$ cat config.mk
export PLATFORM = sky130hd
export DESIGN_NAME = inst_fetch
export DESIGN_NICKNAME = d
export VERILOG_FILES = /design/src/rtl/inst_fetch.sv
export SDC_FILE = /design/constraint.sdc
export NUM_CORES = 1
export LEC_CHECK = 0
export ABC_AREA = 1
export CAP_MARGIN = 5
export CORE_MARGIN = 3
export CORE_UTILIZATION = 35
export CTS_CLUSTER_DIAMETER = 120
export DETAILED_ROUTE_END_ITERATION = 10
export PLACE_DENSITY = 0.64
export SKIP_CTS_REPAIR_TIMING = 1
export SYNTH_ARGS = -nofsm -noshare
export SYNTH_HDL_FRONTEND = slang
export SYNTH_SLANG_ARGS = --single-unit
$ cat constraint.sdc
create_clock -name clk -period 1.8 [get_ports clk]
set_input_delay 0.54 -clock clk [delete_from_list [all_inputs] [get_ports clk]]
set_output_delay 0.54 -clock clk [all_outputs]
set_load 0.02 [all_outputs]
$ cat src/rtl/inst_fetch.sv
// Instruction fetch stage: owns the PC and drives a single-outstanding
// request/response instruction bus, presenting one instruction at a time to IF_ID.
module inst_fetch #(
  parameter logic [31:0] RESET_PC = 32'hBFC00000
) (
  input  logic        clk,
  input  logic        reset,
  input  logic [5:0]  stall,
  input  logic        flush,
  input  logic [31:0] flush_pc,
  input  logic        branch_flag,
  input  logic [31:0] branch_target,
  output logic        inst_req,
  output logic [31:0] inst_addr,
  input  logic        inst_addr_ok,
  input  logic        inst_data_ok,
  input  logic [31:0] inst_rdata,
  output logic [31:0] if_pc,
  output logic [31:0] if_inst,
  output logic        stallreq_if
);

  // state  | meaning
  // S_IDLE | just out of reset, nothing requested yet
  // S_REQ  | request for pc on the bus, waiting for addr_ok
  // S_WAIT | request accepted, waiting for data_ok (cancel_q drops the data)
  // S_DONE | instruction held in inst_buf and presented to IF_ID
  typedef enum logic [1:0] {
    S_IDLE = 2'd0,
    S_REQ  = 2'd1,
    S_WAIT = 2'd2,
    S_DONE = 2'd3
  } state_t;

  state_t      state_q, state_d;
  logic [31:0] pc_q, pc_d;
  logic [31:0] inst_buf_q, inst_buf_d;
  logic [31:0] br_target_q, br_target_d;
  logic        br_pend_q, br_pend_d;
  logic        cancel_q, cancel_d;
  logic        advance;

  // Only the PC-hold bit of the stall vector matters to this stage.
  logic unused_stall;
  assign unused_stall = ^stall[5:1];

  assign advance = (state_q == S_DONE) && !stall[0] && !flush;

  always_comb begin
    state_d     = state_q;
    pc_d        = pc_q;
    inst_buf_d  = inst_buf_q;
    br_target_d = br_target_q;
    br_pend_d   = br_pend_q;
    cancel_d    = cancel_q;

    case (state_q)
      S_IDLE: state_d = S_REQ;
      S_REQ: begin
        if (inst_addr_ok) begin
          state_d = S_WAIT;
          if (flush) cancel_d = 1'b1;
        end
      end
      S_WAIT: begin
        if (inst_data_ok) begin
          if (cancel_q || flush) begin
            state_d  = S_REQ;
            cancel_d = 1'b0;
          end else begin
            inst_buf_d = inst_rdata;
            state_d    = S_DONE;
          end
        end else if (flush) begin
          cancel_d = 1'b1;
        end
      end
      S_DONE: begin
        if (flush || !stall[0]) state_d = S_REQ;
      end
      default: state_d = S_IDLE;
    endcase

    // A branch never disturbs the fetch in flight; it is applied when the
    // current (delay slot) instruction leaves S_DONE.
    if (flush) begin
      pc_d      = flush_pc;
      br_pend_d = 1'b0;
    end else if (advance) begin
      if (branch_flag)    pc_d = branch_target;
      else if (br_pend_q) pc_d = br_target_q;
      else                pc_d = pc_q + 32'd4;
      br_pend_d = 1'b0;
    end else if (branch_flag) begin
      br_pend_d   = 1'b1;
      br_target_d = branch_target;
    end
  end

  always_ff @(posedge clk) begin
    if (!reset) begin
      state_q     <= S_IDLE;
      pc_q        <= RESET_PC;
      inst_buf_q  <= 32'h0;
      br_target_q <= 32'h0;
      br_pend_q   <= 1'b0;
      cancel_q    <= 1'b0;
    end else begin
      state_q     <= state_d;
      pc_q        <= pc_d;
      inst_buf_q  <= inst_buf_d;
      br_target_q <= br_target_d;
      br_pend_q   <= br_pend_d;
      cancel_q    <= cancel_d;
    end
  end

  assign inst_req    = (state_q == S_REQ);
  assign inst_addr   = pc_q;
  assign if_pc       = pc_q;
  assign if_inst     = (state_q == S_DONE) ? inst_buf_q : 32'h0;
  assign stallreq_if = (state_q != S_DONE);

endmodule
==> metrics.yaml, run 1 <==
status:
  violations: "negative setup slack"
  status: "complete, but fails checks"
synth:
  syn_inst: 919
  synthArstFlopShare: 0
  synth.avg_cell_area_sq_um: 6.291
  yosysUniqueCellTypes: 35
  syn_area_sq_um: 5782
  seq_area_frac_synth: 0.3462
  synthFlopType: "dfxtp_1"
  yosys_warnings: 0
  syn-num-nets: 1032
  synth_edf_count: 0
  synth-seq-cells: 100
layout:
  fillers: 1548
  antenna_cells: 0
  multi_input_area_sq_um: 3237
  seqCellArea_sq_um: 2018
  fin_util: 0.5745
  nNetsFinal: 1245
  areaGrowthSynthToFinish_pct: 58.99
  drive_gt1_frac: 0.2115
  final_area_sq_um: 9193
setup_path:
  crit_type: "register to output pin"
  cp_slowest_cell: "dfxtp_2"
  cpPeakStageDelay_ns: 0.35
  cp_cell_sequence: "ha_4, clkbuf_16, buf_12, nand2_4, inv_2, buf_6"
  crit_required_ns: 1.26
  startpoint_type: "register"
  arrival_ns: 1.47
  crit_buf_inv: 4
  critPathLaunch: "state_q[1]"
  path_delay_family: "buffers and inverters"
  path_max_fanout: 7
  timing.rr.start: "state_q[1]"
  end_kind: "output pin"
global_routing:
  grt_pass1_vias: 6043
  grt_overflow: 0
  grt_usage: 0.2095
  grt_pass1_wl_um: 30460
  grt_max_degree: 59
  antenna_found_initial: 0
floorplan:
  dieWidth_um: 134.5
  start_util: 0.3614
  coreArea_sq_um: 16000
  num_rows: 46
  die_area_sq_um: 18100
  ios: 206
  dieHeight_um: 134.5
detailed_routing:
  route.detailed.vias_per_inst: 4.794
  drc: 0
  routedWlPerCell_um: 15.00
  dr_total_vias: 6477
  drtAntennaViolNets: 0
  dr.pass1.iters: 5
  drt_iter0_markers: 316
  wirelength_um: 20260
clocking:
  clk_latency_ns: 0.35
  cts_tree: "yes"
  root_buffer: "clkbuf_16"
  clock_sinks: 100
  htree_levels: 3
  clkSlewWorstSetupHoldPaths_ns: 0.07
  numCtsBuffers: 9
  clk_path_buf_depth: 2
sta:
  worst_pin_slew_ns: 0.3672
  relSlewSlack: 0.7552
  finalHoldViolCount: 0
  period_needed_ns: 2.008
  rsz0062_at_grt: "yes"
  finalCritPeriodShare: 1.116
  finalSetupViolCount: 33
  slew_viol_final: 0
  timing.final.ws_setup_ns: -0.2080
  clock.fmax_mhz: 498.0
  skew_ns: 0.006574
placed_design:
  place_congestion: 0.9232
  portBuffers: 200
  dp_hpwl_um: 14790
  place_area_sq_um: 8222
pwr:
  power_density_nw_per_um2: 679.8
  ir_drop_mv: 0.4319
  power.leakage_uw: 0.005145
min_path:
  hold_path_class: "register to register"
  min_from: "br_target_q[1]"
run:
  maxCapViolations: 0
==> worst register-to-register path: cells and delay by family (launching register included) <==
family          cells  cell delay, ns
compound gates      3            0.41
fa+ha+maj           1            0.24
buf+inv             3            0.40
flops               1            0.35
simple gates        1            0.13
==> registers in the layout (all words and copies together), names as in the netlist <==
| signal | count |
|---|---|
| cancel_q | 1 |
| br_target_q | 32 |
| state_q | 2 |
| inst_buf_q | 32 |
| if_pc | 32 |
| br_pend_q | 1 |
==> stage by stage <==
stage               hold slack [ns]  TNS (ns)  total power, uW  cells  setup WS (ns)
global route                 0.4620    -5.556             6557   1351        -0.2640
finish                       0.4448    -3.847             6249   1351        -0.2080
floorplan                    0.4245         0             3429    919         0.1003
CTS                          0.4472    -32.60             6063   1337        -0.6358
global placement             0.4321    -26.80             4222   1323        -0.3087
detailed placement           0.4375    -29.30             4235   1323        -0.3512
==> per-layer routing <==
metal / up-vias / track usage / wire length, um
met5: - / 0 / 0
met4: 0 / 0.06222 / 297
met3: 21 / 0.06110 / 1741
met2: 209 / 0.3520 / 9761
met1: 2922 / 0.2615 / 8464
li1: 3325 / - / -
==> area by class of cell <==
| type | instances | share of cell area |
|---|---|---|
| clock buffers | 11 | 0.02641 |
| clock inverters | 3 | 0.001633 |
| inverters | 99 | 0.04097 |
| multi-input cells | 643 | 0.3521 |
| flip-flops and latches | 100 | 0.2195 |
| well taps | 216 | 0.02940 |
| repair buffers | 279 | 0.3299 |
==> report_power, final <==
part | internal, uW | total [uW] | switching [uW]
sequential | 2390 | 2570 | 171
combinational | 926 | 1860 | 936
clock | 955 | 1820 | 866
==> Yosys cell counts (6+ instances only) <==
cell type / count / share of area
o21ai_0: 70 / 0.061
a211oi_1: 10 / 0.013
a221oi_1: 11 / 0.017
nor2_1: 169 / 0.11
nand2_2: 6 / 0.0065
clkbuf_1: 22 / 0.014
nand2_1: 215 / 0.14
o211ai_1: 8 / 0.010
dfxtp_1: 100 / 0.35
buf_2: 18 / 0.016
inv_1: 90 / 0.058
nor2_2: 9 / 0.0097
buf_4: 33 / 0.043
nand3_1: 40 / 0.035
inv_2: 8 / 0.0052
o21ai_1: 12 / 0.010
a21oi_1: 60 / 0.052
==> cells by family (layout without fill, tap and decap cells) <==
family,Yosys count,in the layout,share of synthesized area
adder cells (fa/ha/maj),5,5,0.01082
buffers and inverters,176,392,0.1396
XOR/XNOR,3,3,0.004545
flip-flops,100,100,0.3462
AO/OA/AOI/OAI,184,184,0.1824
AND/OR/NAND/NOR,451,451,0.3164
==> placed cells by master (no fill, tap or decap), types with 3 or more instances in the layout <==
cell / n
nand2_1: 184
nor2_4: 3
nand4_1: 3
dlymetal6s2s_1: 65
nand3b_1: 5
ha_1: 4
xnor2_1: 3
dfxtp_2: 13
a21oi_1: 59
o21ai_1: 12
nor2_2: 12
o211ai_1: 8
o21ai_0: 70
o22ai_1: 3
a211oi_1: 10
buf_12: 14
a221oi_1: 11
nand2_4: 31
clkdlybuf4s50_1: 99
clkinv_2: 3
nand2_2: 6
dfxtp_1: 87
nand3_1: 40
buf_4: 58
nor2_1: 165
inv_2: 40
inv_1: 57
buf_6: 38
clkbuf_16: 12
==> worst paths after layout <==
kind | endpoint | slack, ns | depth (start not counted)
worst max register to register | if_pc[28] | 0.14 | 8
worst max-delay path | if_inst[0] | -0.21 | 6
worst min-delay path | br_target_q[1] | 0.44 | 2
worst min register to register | br_target_q[1] | 0.44 | 2
Note: power is estimated with default switching activity, not from simulation.
==> inputs of run 2 (changes only) <==
SKIP_CTS_REPAIR_TIMING = not set   (was 1)
==> metrics.yaml, run 2 (synthesis gave the netlist of run 1 again) <==
floorplan:
  start_util: 0.3614  # unchanged
  dieWidth_um: 134.5  # unchanged
  ios: 206  # unchanged
  num_rows: 46  # unchanged
  dieHeight_um: 134.5  # unchanged
  coreArea_sq_um: 16000  # unchanged
  die_area_sq_um: 18100  # unchanged
setup_path:
  crit_type: "register to output pin"
  regToRegSetupSlack_ns: 0.15  # about the same
  cp_slowest_cell: "dfxtp_2"
  cpPeakStageDelay_ns: 0.35  # about the same
  crit_top_cell: "buf_6"
  cp_cell_sequence: "ha_4, buf_6, buf_16, nand2_2, inv_2, buf_6"
  critPathLaunch: "state_q[0]"
  timing.rr.start: "if_pc[3]"
  startpoint_type: "register"
  crit_required_ns: 1.26  # about the same
  path_max_fanout: 8  # +1
  end_kind: "output pin"
  arrival_ns: 1.39  # -0.08 ns
global_routing:
  grt_overflow: 0  # unchanged
  grt_max_degree: 59  # unchanged
  grt_usage: 0.2152  # +0.005650
  grt_pass1_wl_um: 31160  # +2.3%
  antenna_found_initial: 0  # unchanged
  grt_pass1_vias: 6145  # +1.7%
clocking:
  cts_tree: "yes"
  htree_levels: 3  # unchanged
  clock_sinks: 100  # unchanged
  numCtsBuffers: 9  # unchanged
  clk_path_buf_depth: 2  # unchanged
  root_buffer: "clkbuf_16"
  holdBufCountCts: 0
  clkSlewWorstSetupHoldPaths_ns: 0.07  # about the same
  clk_latency_ns: 0.35  # about the same
layout:
  fillers: 1636  # +5.7%
  antenna_cells: 0  # unchanged
  areaGrowthSynthToFinish_pct: 52.09
  multi_input_area_sq_um: 3166  # -2.2%
  seqCellArea_sq_um: 2018  # unchanged
  final_cell_mix: "nand2_1, nor2_1, clkdlybuf4s50_1, dfxtp_1, o21ai_0"
  final_common_cell: "nand2_1"
  final_area_sq_um: 8793  # -4.3%
  nNetsFinal: 1240  # -0.40%
  drive_gt1_frac: 0.2071  # -0.004374
sta:
  worst_pin_slew_ns: 0.3772  # +0.009998 ns
  finalCritPeriodShare: 1.073  # -0.04228
  finalHoldViolCount: 0  # unchanged
  timing.final.ws_setup_ns: -0.1319  # +0.07610 ns
  slew_viol_final: 0  # unchanged
  finalSetupViolCount: 31  # -6.1%
  relSlewSlack: 0.7485  # -0.006665
  skew_ns: 0.006807  # +0.0002324 ns
  period_needed_ns: 1.932  # -0.07610 ns
  fin_tns_setup_ns: -3.043  # +0.8031 ns
  rsz0062_at_grt: "yes"
  clock.fmax_mhz: 517.6  # +3.9%
detailed_routing:
  routedWlPerCell_um: 14.82  # -1.2%
  route.detailed.vias_per_inst: 4.825  # +0.63%
  drt_iter0_markers: 281  # -11%
  drtAntennaViolNets: 0  # unchanged
  wirelength_um: 19950  # -1.6%
  dr_total_vias: 6494  # +0.26%
  drc: 0  # unchanged
  dr.pass1.iters: 5  # unchanged
placed_design:
  place_congestion: 0.9232  # unchanged
  portBuffers: 200  # unchanged
  dp_hpwl_um: 14790  # unchanged
  place_area_sq_um: 8222  # unchanged
  pre_cts_ws_ns: -0.3512  # unchanged
pwr:
  ir_drop_mv: 0.4259  # -1.4%
  power_density_nw_per_um2: 695.9  # +2.4%
  power.leakage_uw: 0.004218  # -18%
run:
  maxCapViolations: 0  # unchanged
min_path:
  hold_path_class: "register to register"
  min_from: "br_target_q[1]"
status:
  status: "complete, but fails checks"
  violations: "negative setup slack"
-- run 2: cell count changes in the layout (fill, tap and decap cells not counted), sizes merged --
cell	previous run	this run
clkdlybuf4s15	0	1
dlygate4sd2	0	63
clkinv	4	5
dlymetal6s2s	65	1
clkbuf	14	11
buf	112	110
inv	98	97
-- run 2: layout make-up --
class                   instances  share of cell area
clock buffers                  11             0.02760
clock inverters                 3            0.001707
inverters                      99             0.04368
multi-input cells             643              0.3600
flip-flops and latches        100              0.2295
well taps                     216             0.03073
repair buffers                274              0.3068
-- run 2: through the flow --
stage | power, uW | cells | util | hold WS, ns
2_1_floorplan | 3429 | 919 | - | 0.4245
3_3_place_gp | 4222 | 1323 | 0.5138 | 0.4321
3_5_place_dp | 4235 | 1323 | 0.5138 | 0.4375
4_1_cts | 6123 | 1347 | 0.5406 | 0.4472
5_1_grt | 6423 | 1346 | 0.5496 | 0.4617
6_report | 6119 | 1346 | 0.5496 | 0.4447
-- run 2: power breakdown --
part           switching [uW]  internal (uW)
clock                     861            955
sequential                160           2390
combinational             923            825
total                    1940           4170
-- run 2: timing repair --
action	4_1_cts	5_1_grt
cloned	3	0
pin swaps	3	10
setup endpoints to repair	98	84
resized for setup	301	78
hold endpoints to repair	0	0
buffers inserted	7	2
-- run 2: worst max-delay path: cells and delay by family, from the launching register on --
family                   cells  cell delay [ns]
adder cells (fa/ha/maj)      1             0.17
buffers and inverters        4             0.45
flip-flops                   1             0.35
AND/OR/NAND/NOR              1             0.06
-- run 2: path summary, 6_finish.rpt --
path	end	cells past startpoint
worst min-delay path	br_target_q[1]	2
worst max-delay path	if_inst[14]	6
worst min register to register	br_target_q[1]	2
worst max register to register	if_pc[13]	10
-- run 2: per-layer routing --
metal	vias up	global-route usage	wire length [um]
li1	3319	-	-
met1	2959	0.2636	8349
met2	195	0.3698	9665
met3	21	0.06110	1636
met4	0	0.06165	294
met5	-	0	0
==> inputs of run 3 (changes only) <==
CORE_ASPECT_RATIO = 0.6   (was not set)
==> metrics.yaml, run 3 (synthesis gave the netlist of run 1 again) <==
pwr:
  power_density_nw_per_um2: 687.8  # -1.2%
  seq_power_share: 0.392  # -0.025
  p_clk_frac: 0.296  # about the same
  intPower_uw: 4366  # +4.6%
  p_sw_frac: 0.3322  # +0.01444
  p_comb_frac: 0.312  # +0.026
  p_switching_uw: 2172  # +12%
  ir_drop_mv: 0.4114  # -3.4%
  power.total_uw: 6538  # +6.9%
  power.leakage_uw: 0.004534  # +7.5%
floorplan:
  dieHeight_um: 105.6  # -22%
  ios: 206  # unchanged
  dieWidth_um: 171.9  # +28%
  start_util: 0.3667  # +0.005392
  num_rows: 35  # -24%
  coreArea_sq_um: 15770  # -1.5%
  die_area_sq_um: 18150  # +0.28%
placed_design:
  portBuffers: 200  # unchanged
  place_congestion: 0.9399  # +1.8%
  place_area_sq_um: 8170  # -0.62%
  dp_hpwl_um: 15790  # +6.8%
clocking:
  cts_tree: "yes"
  clock_sinks: 100  # unchanged
  clkSlewWorstSetupHoldPaths_ns: 0.08  # about the same
  numCtsBuffers: 9  # unchanged
  root_buffer: "clkbuf_16"
  htree_levels: 3  # unchanged
  clk_latency_ns: 0.35  # about the same
  holdBufCountCts: 0  # unchanged
  clk_path_buf_depth: 2  # unchanged
sta:
  worst_pin_slew_ns: 0.4465  # +0.06928 ns
  rsz0062_at_grt: "yes"
  finalSetupViolCount: 79  # +150%
  finalHoldViolCount: 0  # unchanged
  clock.fmax_mhz: 498.6  # -3.7%
  period_needed_ns: 2.006  # +0.07370 ns
  slew_viol_final: 0  # unchanged
  finalCritPeriodShare: 1.114  # +0.04094
  relSlewSlack: 0.7024  # -0.04619
  timing.final.ws_setup_ns: -0.2056  # -0.07370 ns
  skew_ns: 0.008282  # +0.001475 ns
detailed_routing:
  wirelength_um: 23200  # +16%
  routedWlPerCell_um: 17.09  # +15%
  drt_iter0_markers: 649  # +130%
  dr_total_vias: 6906  # +6.3%
  drtAntennaViolNets: 0  # unchanged
  drc: 0  # unchanged
  route.detailed.vias_per_inst: 5.085  # +5.4%
  dr.pass1.iters: 5  # unchanged
global_routing:
  grt_pass1_wl_um: 33620  # +7.9%
  grt_usage: 0.2351  # +0.01997
  grt_pass1_vias: 6182  # +0.60%
  grt_max_degree: 38  # -36%
  antenna_found_initial: 0  # unchanged
  grt_overflow: 0  # unchanged
setup_path:
  crit_top_cell: "buf_12"
  crit_type: "register to output pin"
  path_delay_family: "buffers and inverters"
  crit_buf_inv: 5  # +1
  end_kind: "output pin"
  startpoint_type: "register"
  cp_cell_sequence: "ha_4, buf_12, buf_16, buf_12, nand2_4, inv_2, buf_6"
  cp_slowest_cell: "dfxtp_2"
  cpPeakStageDelay_ns: 0.34  # about the same
  crit_required_ns: 1.26  # about the same
  path_max_fanout: 5  # -3
  arrival_ns: 1.47  # +0.08 ns
layout:
  antenna_cells: 0  # unchanged
  nNetsFinal: 1263  # +1.9%
  final_common_cell: "nand2_1"
  final_area_sq_um: 9507  # +8.1%
  areaGrowthSynthToFinish_pct: 64.42
  final_cell_mix: "nand2_1, nor2_1, clkdlybuf4s50_1, dfxtp_1, inv_1"
  drive_gt1_frac: 0.2693  # +0.06218
status:
  violations: "negative setup slack"
  status: "complete, but fails checks"
run:
  maxCapViolations: 0  # unchanged
min_path:
  hold_path_class: "register to register"
## run 3: tightest hold or removal path, delay by kind of cell (launching register included)
family / cells / cell delay (ns)
AO/OA/AOI/OAI: 1 / 0.05
buffers and inverters: 1 / 0.07
flip-flops: 1 / 0.30
## run 3: per-stage QoR
step	utilization	instances	TNS (ns)	hold slack [ns]	worst slack (ns)
6_report	0.6030	1358	-6.399	0.4604	-0.2056
5_1_grt	0.6030	1358	-11.70	0.4774	-0.2448
4_1_cts	0.5703	1343	-7.833	0.4552	-0.2241
3_5_place_dp	0.5183	1310	-26.71	0.4404	-0.3153
3_3_place_gp	0.5183	1310	-25.75	0.4346	-0.2510
2_1_floorplan	-	919	0	0.4245	0.1003
## run 3: power by group through the flow
stage	Sequential, uW	Combinational, uW	Clock, uW
after floorplan	2620	809	0
after global placement	2580	1630	0
after detailed placement	2580	1640	0
after CTS	2550	1830	1980
after global routing	2590	2190	2060
final	2560	2040	1930
## run 3: repair_timing
action,CTS,global route
resized for setup,386,112
pin swaps,31,28
setup endpoints to repair,114,118
cloned,7,6
endpoints found under the hold margin,0,0
setup buffers,10,11
## run 3: worst paths after layout
| check | slack (ns) | startpoint | endpoint | cells past startpoint |
|---|---|---|---|---|
| max reg2reg | -0.10 | state_q[0] | if_pc[3] | 11 |
| max | -0.21 | state_q[0] | if_inst[8] | 7 |
| min | 0.46 | br_target_q[7] | br_target_q[7] | 2 |
| min reg2reg | 0.46 | br_target_q[7] | br_target_q[7] | 2 |
## run 3: final cells by class
type	instances	area, sq um
inverters	99	386.6
clock inverters	5	45.04
fillers	1480	6259
flip-flops and latches	100	2019
repair buffers	297	3109
clock buffers	11	242.7
well taps	203	254.0
multi-input cells	643	3450
## run 3: per-layer routing
layer	global-route usage	routed length, um	up-vias
met1	0.3780	11820	3185
met2	0.3146	9112	318
met5	0	0	-
li1	-	-	3381
met4	0.03474	204	0
met3	0.05810	2068	22
